### src/rtl/nor_reduce_pkg.sv
// Shared constants and elaboration-time helpers for the pipelined NOR/OR reducer.
// Level counts and per-level lane counts are derived here so every file agrees on them.
package nor_reduce_pkg;

    localparam int POL_NOR = 1;
    localparam int POL_OR  = 0;

    // Number of radix-4 levels needed to fold WIDTH lanes down to one (never below 1).
    function automatic int clog4(input int width);
        int levels;
        int span;
        levels = 1;
        span   = 4;
        while (span < width) begin
            span   = span * 4;
            levels = levels + 1;
        end
        return levels;
    endfunction

    // Lanes produced by level k: ceil(width / 4^(k+1)).
    function automatic int lanes_at_level(input int width, input int k);
        int div;
        div = 4;
        for (int i = 0; i < k; i++) begin
            div = div * 4;
        end
        return (width + div - 1) / div;
    endfunction

endpackage

### src/rtl/nor_reduce_level.sv
// One registered radix-4 OR level: groups of four inputs are ORed, a partial last
// group is zero-padded, and the optional inversion is folded in before the register.
module nor_reduce_level #(
    parameter int IN_W   = 16,
    parameter bit INVERT = 1'b0
) (
    input  logic                      CLK,
    input  logic                      RN,
    input  logic                      en_i,
    input  logic                      valid_i,
    input  logic [IN_W-1:0]           data_i,
    output logic                      valid_o,
    output logic [(IN_W+3)/4-1:0]     data_o
);

    localparam int OUT_W = (IN_W + 3) / 4;

    logic [4*OUT_W-1:0] padded;
    logic [OUT_W-1:0]   data_d;
    logic [OUT_W-1:0]   data_q;
    logic               valid_q;

    assign padded = (4 * OUT_W)'(data_i);

    always_comb begin
        // NOTE: default every bit first so no path through this block can infer a latch.
        data_d = '0;
        for (int g = 0; g < OUT_W; g++) begin
            data_d[g] = INVERT ^ (|padded[4*g +: 4]);
        end
    end

    always_ff @(posedge CLK) begin
        // NOTE: non-blocking assignments keep every stage sampling the pre-edge value of its predecessor.
        if (!RN) begin
            valid_q <= 1'b0;
            data_q  <= '0;
        end else if (en_i) begin
            valid_q <= valid_i;
            data_q  <= data_d;
        end
    end

    assign valid_o = valid_q;
    assign data_o  = data_q;

endmodule

### src/rtl/nor_reduce_pipe.sv
// Pipelined wide NOR/OR reducer with lane masking, whole-pipe valid/ready stall and a
// saturating hit counter with a sticky flag; used as a zero/flag detector on wide buses.
module nor_reduce_pipe
    import nor_reduce_pkg::*;
#(
    parameter int WIDTH    = 16,
    parameter int POLARITY = POL_NOR,
    parameter int CNT_W    = 8
) (
    input  logic             CLK,
    input  logic             RN,
    input  logic [WIDTH-1:0] A,
    input  logic [WIDTH-1:0] MASK,
    input  logic             IN_VALID,
    output logic             IN_READY,
    output logic             ZN,
    output logic             OUT_VALID,
    input  logic             OUT_READY,
    input  logic             CLR,
    output logic [CNT_W-1:0] HIT_CNT,
    output logic             HIT_STICKY
);

    localparam int LEVELS = clog4(WIDTH);

    logic adv;

    // The whole pipe moves as one; bubbles are carried rather than squeezed out.
    assign adv      = ~OUT_VALID | OUT_READY;
    assign IN_READY = adv & RN;

    for (genvar k = 0; k < LEVELS; k++) begin : g_lvl
        localparam int IN_W  = (k == 0) ? WIDTH : lanes_at_level(WIDTH, k - 1);
        localparam int OUT_W = lanes_at_level(WIDTH, k);
        localparam bit INV   = (k == LEVELS - 1) && (POLARITY == POL_NOR);

        logic [IN_W-1:0]  din;
        logic             vin;
        logic [OUT_W-1:0] dout;
        logic             vout;

        if (k == 0) begin : g_first
            assign din = A & MASK;
            assign vin = IN_VALID & IN_READY;
        end else begin : g_next
            assign din = g_lvl[k-1].dout;
            assign vin = g_lvl[k-1].vout;
        end

        nor_reduce_level #(
            .IN_W   (IN_W),
            .INVERT (INV)
        ) u_level (
            .CLK     (CLK),
            .RN      (RN),
            .en_i    (adv),
            .valid_i (vin),
            .data_i  (din),
            .valid_o (vout),
            .data_o  (dout)
        );
    end

    // Polarity is applied ahead of the last register, so a reset ZN reads 0.
    assign ZN        = g_lvl[LEVELS-1].dout[0];
    assign OUT_VALID = g_lvl[LEVELS-1].vout;

    logic             hit;
    logic [CNT_W-1:0] cnt_d;
    logic [CNT_W-1:0] cnt_q;
    logic             sticky_d;
    logic             sticky_q;

    assign hit = OUT_VALID & OUT_READY & ZN;

    always_comb begin
        cnt_d    = cnt_q;
        sticky_d = sticky_q;
        if (CLR) begin
            cnt_d    = '0;
            sticky_d = 1'b0;
        end else if (hit) begin
            if (~&cnt_q) begin
                cnt_d = cnt_q + CNT_W'(1);
            end
            sticky_d = 1'b1;
        end
    end

    always_ff @(posedge CLK) begin
        if (!RN) begin
            cnt_q    <= '0;
            sticky_q <= 1'b0;
        end else begin
            cnt_q    <= cnt_d;
            sticky_q <= sticky_d;
        end
    end

    assign HIT_CNT    = cnt_q;
    assign HIT_STICKY = sticky_q;

endmodule

### config.mk
export PLATFORM = sky130hd
export DESIGN_NAME = nor_reduce_pipe
export DESIGN_NICKNAME = d
export VERILOG_FILES = /design/src/rtl/nor_reduce_pkg.sv /design/src/rtl/nor_reduce_level.sv /design/src/rtl/nor_reduce_pipe.sv
export SDC_FILE = /design/constraint.sdc
export NUM_CORES = 1
export LEC_CHECK = 0
export ABC_AREA = 1
export ABC_CLOCK_PERIOD_IN_PS = 1700
export BUFFER_PORTS_ARGS = -buffer_cell sky130_fd_sc_hd__buf_2
export CAP_MARGIN = 20
export CORE_MARGIN = 10
export CORE_UTILIZATION = 44
export CTS_CLUSTER_SIZE = 40
export DETAILED_ROUTE_END_ITERATION = 12
export PLACE_DENSITY = 0.81
export SYNTH_ARGS = -nofsm -noshare
export SYNTH_HDL_FRONTEND = slang
export SYNTH_SLANG_ARGS = --single-unit
### constraint.sdc
create_clock -name CLK -period 1.7 [get_ports CLK]
set_input_delay 0 -clock CLK [delete_from_list [all_inputs] [get_ports CLK]]
set_output_delay 0 -clock CLK [all_outputs]
set_load 0.02 [all_outputs]
# Word level (Yosys, flattened, before mapping)
# Index checks and enable logic that the tools add are counted.
[op_classes] addsub=1 n_bitwise=10 reduce_logical=8
[ops] operator="$reduce_or 4->1" n=5
[ops] operator="$and 16x16->16" n=1
[ops] operator="$add 8x1->8 const B" n=1
[ops] operator="$reduce_and 8->1" n=1
[ops] operator="$and 1x1->1" n=4
[ops] operator="$not 1->1" n=4
[ops] operator="$reduce_and 2->1" n=1
[ops] operator="$reduce_or 2->1" n=1
[ops] operator="$or 1x1->1" n=1
[word_totals] register_bits=16 in_bits=37 output_inout_bits=12 word_cells=25

# Longest topological paths before layout
# Gate-level depths: netlist of the first run.
[logic_depth] depth_word=4 mapped_depth=7 mapped_depth_nobuf=7

# Cells and area by module
# Synthesis of the first run repeated with hierarchy kept, for this count alone.
[unflattened] cells_unflattened=165 hier_area_um2=973.4
[by_module_without_submodules] module="nor_reduce_pipe" instances=1 cells_each=117 area_each_um2=659.4 seq_area_each_um2=180.2
[by_module_without_submodules] module="nor_reduce_level (g_lvl[0].u_level)" instances=1 cells_each=38 area_each_um2=239.0 seq_area_each_um2=100.1
[by_module_without_submodules] module="nor_reduce_level (g_lvl[1].u_level)" instances=1 cells_each=10 area_each_um2=75.1 seq_area_each_um2=40.0

# Worst setup path after synthesis of the first run
# No wires, ideal clock.
[synth_timing] path_kind="register to register" from="reg cnt_q[0] (netlist: HIT_CNT[0])" to="reg cnt_q[4] (netlist: HIT_CNT[4])" setup_ns=0.115 arrival_ns=1.229 t_required_ns=1.585 slack_ns=0.357 stages_incl_launch_ff=8 path_buffers=0 period_less_slack_ns=1.343 path_cell_list="dfxtp_1 ha_1 nand2_2 nor2_2 nand2_4 nand3_1 and2b_1 nor2_1"
[synth_via] elab_chain_len=3 word_cells_on_any_way=4 classes_between="add/sub: 1; bitwise: 1; reduce/logical: 2"
[synth_rtl] item="from (decl)" line="nor_reduce_pipe.sv:70" rtl="logic [CNT_W-1:0] cnt_q;"
[synth_rtl] item="from (signal assigned)" line="nor_reduce_pipe.sv:95" rtl="cnt_q <= cnt_d;"
[synth_rtl] item="parallel branches: the longest is 3 deep, another holds $add 8x1->8"
# Several ways; the timed one is not identified.
# A chain may end at the register's enable or synchronous reset.

# Worst setup path in the final report of the first run
[layout_timing] from="reg g_lvl[1].u_level.valid_q" to="reg g_lvl[0].u_level.data_q[3]"
[layout_via] elab_chain_len=2
[layout_rtl] item="from (decl)" line="nor_reduce_level.sv:21" rtl="logic valid_q;"
[layout_rtl] item="from (signal assigned)" line="nor_reduce_level.sv:39" rtl="valid_q <= valid_i;"
[layout_rtl] item="$not 1->1" line="nor_reduce_pipe.sv:29" rtl="assign adv = ~OUT_VALID | OUT_READY;"
[layout_rtl] item="$or 1x1->1" line="nor_reduce_pipe.sv:29"
[layout_rtl] item="to (signal assigned)" line="nor_reduce_level.sv:40" rtl="data_q <= data_d;"
[layout_rtl] item="to (decl)" line="nor_reduce_level.sv:20" rtl="logic [OUT_W-1:0] data_q;"
# No other way between the ends.

==> impl_metrics.ini, run 1 <==
[timing]
tightest_slew_ns = 0.225
slew_headroom_pct = 85.0
slew_viol_final = 0
fmax_mhz = 631
setup_slack_ns = 0.116
rsz0062_at_grt = false
tns_ns = 0
hold_viol = 0
setup_violations = 0
holdWs_ns = 0.00507
skew_ns = 0.00553
period_share_pct = 93.2
min_period_ns = 1.58

[drt]
wl_per_cell_um = 12.7
dr.pass1.iters = 6
drt_wl_total_um = 2450
drt-initial-drc-count = 12
vias_per_cell = 4.78
drc_errors = 0
detail-route-antenna-nets = 0
dr_total_vias = 922

[critical_path]
path_max_fanout = 7
startpoint_type = flip-flop
cp_cell_sequence = nand2_2 -> inv_1 -> a211oi_1 -> dlygate4sd3_1 -> nor2_1
regToRegEndpoint = g_lvl[0].u_level.data_o[3]$_SDFFE_PN0P_
crit_family = buffers and inverters
reg2reg_slack_ns = 0.12
cpPeakStageDelay_ns = 0.59
rr_worst_depth = 5
arrival_ns = 1.76
cp.required_ns = 1.88
slowest_stage = dlygate4sd3_1
r2r-start = g_lvl[1].u_level.valid_o$_SDFFE_PN0P_
cp-end-kind = flip-flop
crit_buf_inv = 2
crit_type = reg -> reg

[synth]
synth_area_um2 = 797
synth_cell_types = 21
yosys_warnings = 0
synthCells = 109
ys_seq_elements = 16
synth_seq_area_share_pct = 40.2
syn_avg_cell_area_um2 = 7.31
syn_nets = 147

[grt]
grt_remaining_overflow = 0
grt_pass1_vias = 988
grt_usage_pct = 12.7
grt_pass1_wl_um = 4180
antenna_found_initial = 0
grt_max_degree = 11

[clocking]
cts_root_buffer = clkbuf_4
htree_levels = 1
path_clk_slew_ns = 0.09
post_cts.repair.setup_buffers = 0
cts_tree = done
insertion_delay_ns = 0.28
numCtsBuffers = 3
cts_num_sinks = 16
clockBufferDepth = 2

[floorplanning]
die_w_um = 62.6
ios = 49
dieArea_um2 = 3910
start_util_pct = 46.2
fp.dieH_um = 62.6
num_rows = 15
core_um2 = 1730

[power_and_ir_drop]
p_total_mw = 0.716
peakVddDrop_v = 0.000362
p_per_area_nw_per_um2 = 610
p_leak_nw = 0.606

[layout]
layout.nets = 208
drive_above_1_share_pct = 36.9
fill_cells = 165
syn_to_final_growth_pct = 47.3
antennaDiodeCount = 0

[place]
port_buffers = 48
hpwl_um = 1950
gp_congestion = 0.764
pre_cts_ws_ns = 0.414

[worst_hold_path]
hold_end = g_lvl[0].u_level.valid_o$_SDFFE_PN0P_
hold_depth = 3
hold_class = in -> reg
hold_start = IN_VALID

[job]
drv_cap = 0

[status]
status = complete, no violations
==> how the worst max path moves through the flow <==
stage / start / to / slack [ns] / depth (start not counted)
final: g_lvl[1].u_level.valid_o$_SDFFE_PN0P_ / g_lvl[0].u_level.data_o[3]$_SDFFE_PN0P_ / 0.12 / 5
after global routing: g_lvl[1].u_level.valid_o$_SDFFE_PN0P_ / g_lvl[0].u_level.data_o[2]$_SDFFE_PN0P_ / 0.03 / 5
after CTS: g_lvl[1].u_level.valid_o$_SDFFE_PN0P_ / g_lvl[0].u_level.data_o[1]$_SDFFE_PN0P_ / 0.07 / 5
after detailed placement: HIT_CNT[0]$_SDFFE_PP0P_ / HIT_CNT[4]$_SDFFE_PP0P_ / 0.41 / 7
after global placement: HIT_CNT[0]$_SDFFE_PP0P_ / HIT_CNT[4]$_SDFFE_PP0P_ / 0.50 / 7
after floorplan: HIT_CNT[0]$_SDFFE_PP0P_ / HIT_CNT[4]$_SDFFE_PP0P_ / 0.36 / 7
==> final cells by class <==
| class | instances | area [um2] | area share, % |
|---|---|---|---|
| Clock buffer | 3 | 22.5 | 1.92 |
| Inverter | 9 | 33.8 | 2.88 |
| Multi-Input combinational cell | 84 | 445 | 38.0 |
| Sequential cell | 16 | 320 | 27.3 |
| Tap cell | 25 | 31.3 | 2.67 |
| Timing Repair Buffer | 56 | 320 | 27.3 |
==> worst register-to-register path: stages (launching register included) <==
cell           delay, ns
dfxtp_1             0.35
nand2_2             0.13
inv_1               0.14
a211oi_1            0.23
dlygate4sd3_1       0.59
nor2_1              0.04
==> cells in the final DEF, fill, tap and decap left out, types with 2 or more instances in the layout <==
cell,instances
inv_1,9
nand2_1,24
buf_2,48
nor2_1,14
o21ai_0,6
dlygate4sd3_1,8
o21ai_1,2
dfxtp_1,16
a211oi_1,4
nor2_4,2
nand3_1,10
a31oi_1,2
a21oi_1,6
nand2_2,4
nor2_2,2
clkbuf_4,3
==> routing by layer <==
metal / GRT usage (%) / vias up / part of all wire (%)
met5: 0 / - / 0
met4: 3.35 / 0 / 0.37
met3: 5.91 / 2 / 9.3
met2: 24.0 / 30 / 52
met1: 11.9 / 410 / 38
li1: - / 480 / -
==> cell usage after synthesis <==
| cell type | count | share of area (%) |
|---|---|---|
| nand2_1 | 25 | 12 |
| dfxtp_1 | 16 | 40 |
| nor2_1 | 14 | 6.6 |
| nand3_1 | 10 | 6.3 |
| inv_1 | 9 | 4.2 |
| a21oi_1 | 6 | 3.8 |
| o21ai_0 | 6 | 3.8 |
| a211oi_1 | 4 | 3.8 |
| nand2_2 | 3 | 2.4 |
| a31oi_1 | 2 | 1.6 |
| nor2_2 | 2 | 1.6 |
| nor2_4 | 2 | 2.8 |
| o21ai_1 | 2 | 1.3 |
| and2b_1 | 1 | 0.94 |
| ha_1 | 1 | 1.6 |
| nand2_4 | 1 | 1.4 |
| nand3_2 | 1 | 1.3 |
| nand4_1 | 1 | 0.79 |
| nor2_8 | 1 | 2.5 |
| nor3_1 | 1 | 0.63 |
| o21a_1 | 1 | 0.94 |
==> cells by family (layout without fill, tap and decap cells) <==
logic type               count (synthesis)  in the layout  synth area share [%]
adder cells (fa/ha/maj)                  1              1                  1.57
AO/OA/AOI/OAI                           21             21                  15.1
buffers and inverters                    9             68                  4.24
AND/OR/NAND/NOR                         62             62                  38.9
flip-flops                              16             16                  40.2
==> power by group <==
| group | switching, mW | leakage [nW] | internal [mW] |
|---|---|---|---|
| combinational | 0.0574 | 0.461 | 0.0697 |
| clock | 0.110 | 0.0138 | 0.0819 |
| sequential | 0.00825 | 0.131 | 0.389 |
==> state kept, by name, indices dropped and copies added, names as in the netlist <==
signal and count:
g_lvl.u_level.valid_o 2, g_lvl.u_level.data_o 5, HIT_CNT 8, HIT_STICKY 1
==> timing repair <==
item                                    4_1_cts  5_1_grt
endpoints found under the setup margin        0        4
resized for setup                             0        1
endpoints found under the hold margin         4        0
hold buffers                                  8        0
==> stage by stage <==
| step | instances | cell area, um2 | util [%] |
|---|---|---|---|
| 2_1_floorplan | 109 | 797 | - |
| 3_3_place_gp | 182 | 1070 | 61.9 |
| 3_5_place_dp | 182 | 1070 | 61.9 |
| 4_1_cts | 193 | 1170 | 67.8 |
| 5_1_grt | 193 | 1170 | 68.0 |
| 6_report | 193 | 1170 | 68.0 |
No activity file was read; power rests on OpenSTA's default activity.
==> run 2, diff against run 1 <==
ABC_AREA = unset   (was 1)
CORE_UTILIZATION = 43   (was 44)
==> run 2 against run 1 <==
  * Critical path depth fell by 1
  * Power up 3.5%
  * Sequential power about the same
  * Synthesized cell count fell by 24%
  * Highest routed layer unchanged
  * Critical endpoint is now HIT_CNT[5]$_SDFFE_PP0P_
  * Clock power is 30% higher
==> impl_metrics.ini, run 2 <==
[drt]
wl_met1_um = 960
dr_total_vias = 826
vias_per_cell = 5.40
met2RoutedLength_um = 952
highest_layer = met4
detail-route-antenna-nets = 0
drc_errors = 0
drt_wl_total_um = 2280
wl_per_cell_um = 14.9
dr.pass1.iters = 2
drt-initial-drc-count = 14
wl_met3_um = 339

[timing]
setup_slack_ns = 0.185
period_share_pct = 89.1
slew_viol_final = 0
holdWs_ns = 0.0158
skew_ns = 0.000774
setup_violations = 0
tns_ns = 0
slew_headroom_pct = 76.5
min_period_ns = 1.52
fmax_mhz = 660
hold_viol = 0
rsz0062_at_grt = false
tightest_slew_ns = 0.352

[synth]
syn_avg_cell_area_um2 = 9.04
yosysMostFrequentCell = dfxtp_1
syn_nets = 121
synth_ff_type = dfxtp_1
yosys_warnings = 0
synth_top_area_share_pct = 42.7
synthCells = 83
synth_area_um2 = 751
ys_seq_elements = 16
synth_commonest_cells = dfxtp_1, a22oi_1, nor2_1
synth_edf_count = 0
synth_area_leaders = dfxtp_1, a22oi_1, nor2_1
synth_seq_area_share_pct = 42.7
async_flop_share_pct = 0
yosys.area.top_type = dfxtp_1
synth_cell_types = 31

[power_and_ir_drop]
p_seq_share_pct = 53.6
p_switching_mw = 0.168
power.internal_mw = 0.573
pwr-share-clk_pct = 33.7
peakVddDrop_v = 0.000433
p_per_area_nw_per_um2 = 693
p_total_mw = 0.741
swShare_pct = 22.6
p_leak_nw = 0.510
p_comb_share_pct = 12.8

[layout]
final_core_util_pct = 63.3
antennaDiodeCount = 0
largest_reg_flops = 8
syn_to_final_growth_pct = 42.3
final_cell_mix = buf_2, dfxtp_1, nor2_1, a22oi_1
drive_above_1_share_pct = 42.6
layout.nets = 175
final_cells = 153
finish.instance_area_um2 = 1070
final_common_cell = buf_2

[clocking]
cts_root_buffer = clkbuf_4
path_clk_slew_ns = 0.09
cts_tree = done
insertion_delay_ns = 0.28
htree_levels = 1
clockBufferDepth = 2
post_cts.repair.setup_buffers = 0
cts_num_sinks = 16
numCtsBuffers = 3

[critical_path]
path_max_fanout = 6
crit_family = simple AND/OR/NAND/NOR gates
rr_worst_depth = 4
cp-end-kind = flip-flop
crit_type = reg -> reg
startpoint_type = flip-flop
cp_cell_sequence = and3_4 -> nand4_4 -> or4_1 -> a21oi_1
slowest_stage = or4_1
reg2reg_slack_ns = 0.18
crit_buf_inv = 0
cpPeakStageDelay_ns = 0.52
regToRegEndpoint = HIT_CNT[5]$_SDFFE_PP0P_
r2r-start = g_lvl[1].u_level.valid_o$_SDFFE_PN0P_
cp.required_ns = 1.92
arrival_ns = 1.73

[worst_hold_path]
hold_end = g_lvl[0].u_level.data_o[1]$_SDFFE_PN0P_
hold_depth = 3
hold_class = in -> reg
hold_start = MASK[7]

[floorplanning]
dieArea_um2 = 3820
ios = 49
fp.dieH_um = 61.8
core_um2 = 1690
die_w_um = 61.8
num_rows = 15
start_util_pct = 44.4

[grt]
grt_pass1_vias = 915
grt_remaining_overflow = 0
antenna_found_initial = 0
grt_usage_pct = 13.1
grt_max_degree = 15
grt_pass1_wl_um = 3750

[place]
dp.cells = 147
gp_congestion = 0.828
port_buffers = 48
dpl_cell_area_um2 = 1010
hpwl_um = 1890
pre_cts_ws_ns = 0.191

[job]
drv_cap = 0

[status]
status = complete, no violations
## run 2: cell families (layout without fill, tap and decap cells)
| group | count (synthesis) | in the layout | share of synthesized area [%] |
|---|---|---|---|
| AOI/OAI and AO/OA | 31 | 31 | 29.2 |
| xor gates and xnor gates | 1 | 1 | 1.17 |
| adders and majority gates | 1 | 1 | 1.67 |
| buffers and inverters | 5 | 58 | 2.50 |
| DFF | 16 | 16 | 42.7 |
| muxes | 1 | 1 | 1.33 |
| and+or+nand+nor | 28 | 28 | 21.5 |
## run 2: area by class of cell
class	count	area (um2)
timing repair buffer	51	268
sequential	16	320
inverter	3	11.3
tap	17	21.3
multi-input combinational	62	412
fill	151	621
clock buffer	4	36.3
## run 2: worst register-to-register path: stages (launching register included)
cell	delay, ns
dfxtp_1	0.38
and3_4	0.24
nand4_4	0.15
or4_1	0.52
a21oi_1	0.15
## run 2: how the worst max path moves through the flow
stage | slack, ns | from | depth (start not counted) | end
4_1_cts | 0.17 | g_lvl[1].u_level.valid_o$_SDFFE_PN0P_ | 4 | HIT_CNT[5]$_SDFFE_PP0P_
2_1_floorplan | 0.15 | g_lvl[1].u_level.data_o$_SDFFE_PN0P_ | 4 | HIT_CNT[5]$_SDFFE_PP0P_
6_report | 0.18 | g_lvl[1].u_level.valid_o$_SDFFE_PN0P_ | 4 | HIT_CNT[5]$_SDFFE_PP0P_
3_5_place_dp | 0.19 | g_lvl[1].u_level.valid_o$_SDFFE_PN0P_ | 4 | HIT_CNT[5]$_SDFFE_PP0P_
5_1_grt | 0.04 | HIT_CNT[1]$_SDFFE_PP0P_ | 5 | HIT_CNT[1]$_SDFFE_PP0P_
3_3_place_gp | 0.28 | HIT_CNT[1]$_SDFFE_PP0P_ | 5 | HIT_CNT[1]$_SDFFE_PP0P_
## run 2: power by group through the flow
stage	registers [mW]	clock network [mW]	logic, mW
floorplan	0.407	0	0.0358
global placement	0.404	0	0.0898
detailed placement	0.405	0	0.0916
CTS	0.397	0.262	0.0951
global route	0.400	0.279	0.108
finish	0.397	0.249	0.0945
## run 2: repair_timing
| action | CTS | global route |
|---|---|---|
| endpoints found under the hold margin | 2 | 0 |
| gates resized for setup | 0 | 0 |
| hold buffers | 2 | 0 |
## run 2: layer usage
metal | track usage [%] | up-vias
li1 | - | 423
met1 | 13.8 | 352
met2 | 19.6 | 47
met3 | 8.33 | 4
met4 | 7.01 | 0
met5 | 0 | -
==> run 3, diff against run 2 <==
CORE_UTILIZATION = 46   (was 43)
CTS_BUF_LIST = sky130_fd_sc_hd__clkbuf_2   (was unset)
PLACE_DENSITY = 0.85   (was 0.81)
==> run 3 against run 2 <==
  * Worst hold slack improved by 0.0047 ns
  * Routed wire length is 0.79% lower
  * Clock skew increased by 0.0051 ns
  * Sequential share of layout area grew 0.65 points
  * Critical path type unchanged
  * Largest cell class unchanged
==> impl_metrics.ini, run 3 (synthesized netlist as in run 2, its figures left out) <==
[timing]
fmax_mhz = 647
tightest_slew_ns = 0.371
skew_ns = 0.00590
min_period_ns = 1.55
hold_viol = 0
period_share_pct = 91.0
tns_ns = 0
setup_violations = 0
slew_viol_final = 0
rsz0062_at_grt = false
slew_headroom_pct = 75.3

[floorplanning]
num_rows = 14
fp.dieH_um = 60.4
die_w_um = 60.4
core_um2 = 1520
ios = 49
dieArea_um2 = 3650
start_util_pct = 49.3

[drt]
drc_errors = 0
drt-initial-drc-count = 10
vias_per_cell = 5.50
dr.pass1.iters = 4
wl_per_cell_um = 15.0
dr_total_vias = 831
drt_wl_total_um = 2260
detail-route-antenna-nets = 0

[grt]
antenna_found_initial = 0
grt_pass1_wl_um = 3950
grt_remaining_overflow = 0
grt_pass1_vias = 952
grt_max_degree = 15
grt_usage_pct = 13.6

[place]
dp.cells = 146
hpwl_um = 1880
port_buffers = 48
gp_congestion = 0.820

[critical_path]
arrival_ns = 1.72
cp-end-kind = flip-flop
startpoint_type = flip-flop
slowest_stage = dfxtp_1
crit_type = reg -> reg
cpPeakStageDelay_ns = 0.44
cp_cell_sequence = ha_1 -> nand3_1 -> o21ai_0 -> mux2i_1 -> nor2_1
cp.required_ns = 1.87
path_max_fanout = 4

[clocking]
cts_hold_buf = 2
cts_root_buffer = clkbuf_2
cts_tree = done
clockBufferDepth = 2
htree_levels = 1
cts_num_sinks = 16
post_cts.repair.setup_buffers = 0
cts.repair.resized = 0
insertion_delay_ns = 0.27
path_clk_slew_ns = 0.15
numCtsBuffers = 3

[power_and_ir_drop]
peakVddDrop_v = 0.000392
p_total_mw = 0.653
p_per_area_nw_per_um2 = 624
p_leak_nw = 0.501

[layout]
final_common_cell = buf_2
largest_reg_flops = 8
drive_above_1_share_pct = 42.2
fill_cells = 135
final_cells = 151
syn_to_final_growth_pct = 39.3
antennaDiodeCount = 0
final_cell_mix = buf_2, dfxtp_1, nor2_1, a22oi_1
layout.nets = 175

[worst_hold_path]
hold_class = in -> reg

[job]
drv_cap = 0

[status]
status = complete, no violations
==> run 3: cell types whose count changed in the layout (fill, tap and decap cells not counted), sizes merged <==
cell	before	now
clkbuf	4	3
==> run 3: through the flow <==
step | util [%] | hold WS [ns] | setup slack [ns] | area [um2]
floorplan | - | 0.128 | 0.147 | 751
global placement | 66.3 | 0.242 | 0.285 | 1010
detailed placement | 66.3 | 0.265 | 0.174 | 1010
CTS | 68.6 | 0.0121 | 0.152 | 1050
global route | 68.6 | 0.000756 | 0.0205 | 1050
finish | 68.6 | 0.0205 | 0.154 | 1050
==> run 3: critical path, delay by kind of cell, from the launching register on <==
| kind | cells | cell delay (ns) |
|---|---|---|
| flops | 1 | 0.44 |
| compound gates | 1 | 0.32 |
| fa+ha+maj | 1 | 0.27 |
| mux | 1 | 0.24 |
| simple gates | 2 | 0.17 |
==> run 3: final timing paths <==
kind                                         start                                       to  slack [ns]  cells past startpoint
max                        HIT_CNT[1]$_SDFFE_PP0P_                  HIT_CNT[1]$_SDFFE_PP0P_        0.15                      5
min                                        MASK[6]  g_lvl[0].u_level.data_o[1]$_SDFFE_PN0P_        0.02                      3
max reg2reg                HIT_CNT[1]$_SDFFE_PP0P_                  HIT_CNT[1]$_SDFFE_PP0P_        0.15                      5
min reg2reg  g_lvl[0].u_level.valid_o$_SDFFE_PN0P_    g_lvl[1].u_level.valid_o$_SDFFE_PN0P_        0.48                      2
==> run 3: where the power goes <==
group | switching, mW | internal (mW) | total [mW] | leakage, nW
logic | 0.0410 | 0.0545 | 0.0954 | 0.358
clock network | 0.112 | 0.0482 | 0.160 | 0.0125
registers | 0.00785 | 0.389 | 0.397 | 0.131
==> run 3: cell type report <==
cell class | count | area, um2 | share of cell area [%]
multi-input combinational | 62 | 412 | 39.4
timing repair buffer | 51 | 268 | 25.6
clock buffer | 3 | 15.0 | 1.44
inverter | 3 | 11.3 | 1.08
sequential | 16 | 320 | 30.6
tap | 16 | 20.0 | 1.91
==> run 3: per-layer routing <==
metal  vias up  GRT usage, %  wire, um
met2        43          20.4      1010
met3         2          10.4       382
met1       365          14.0       860
met4         0          5.77        10
li1        421             -         -
met5         -             0         0
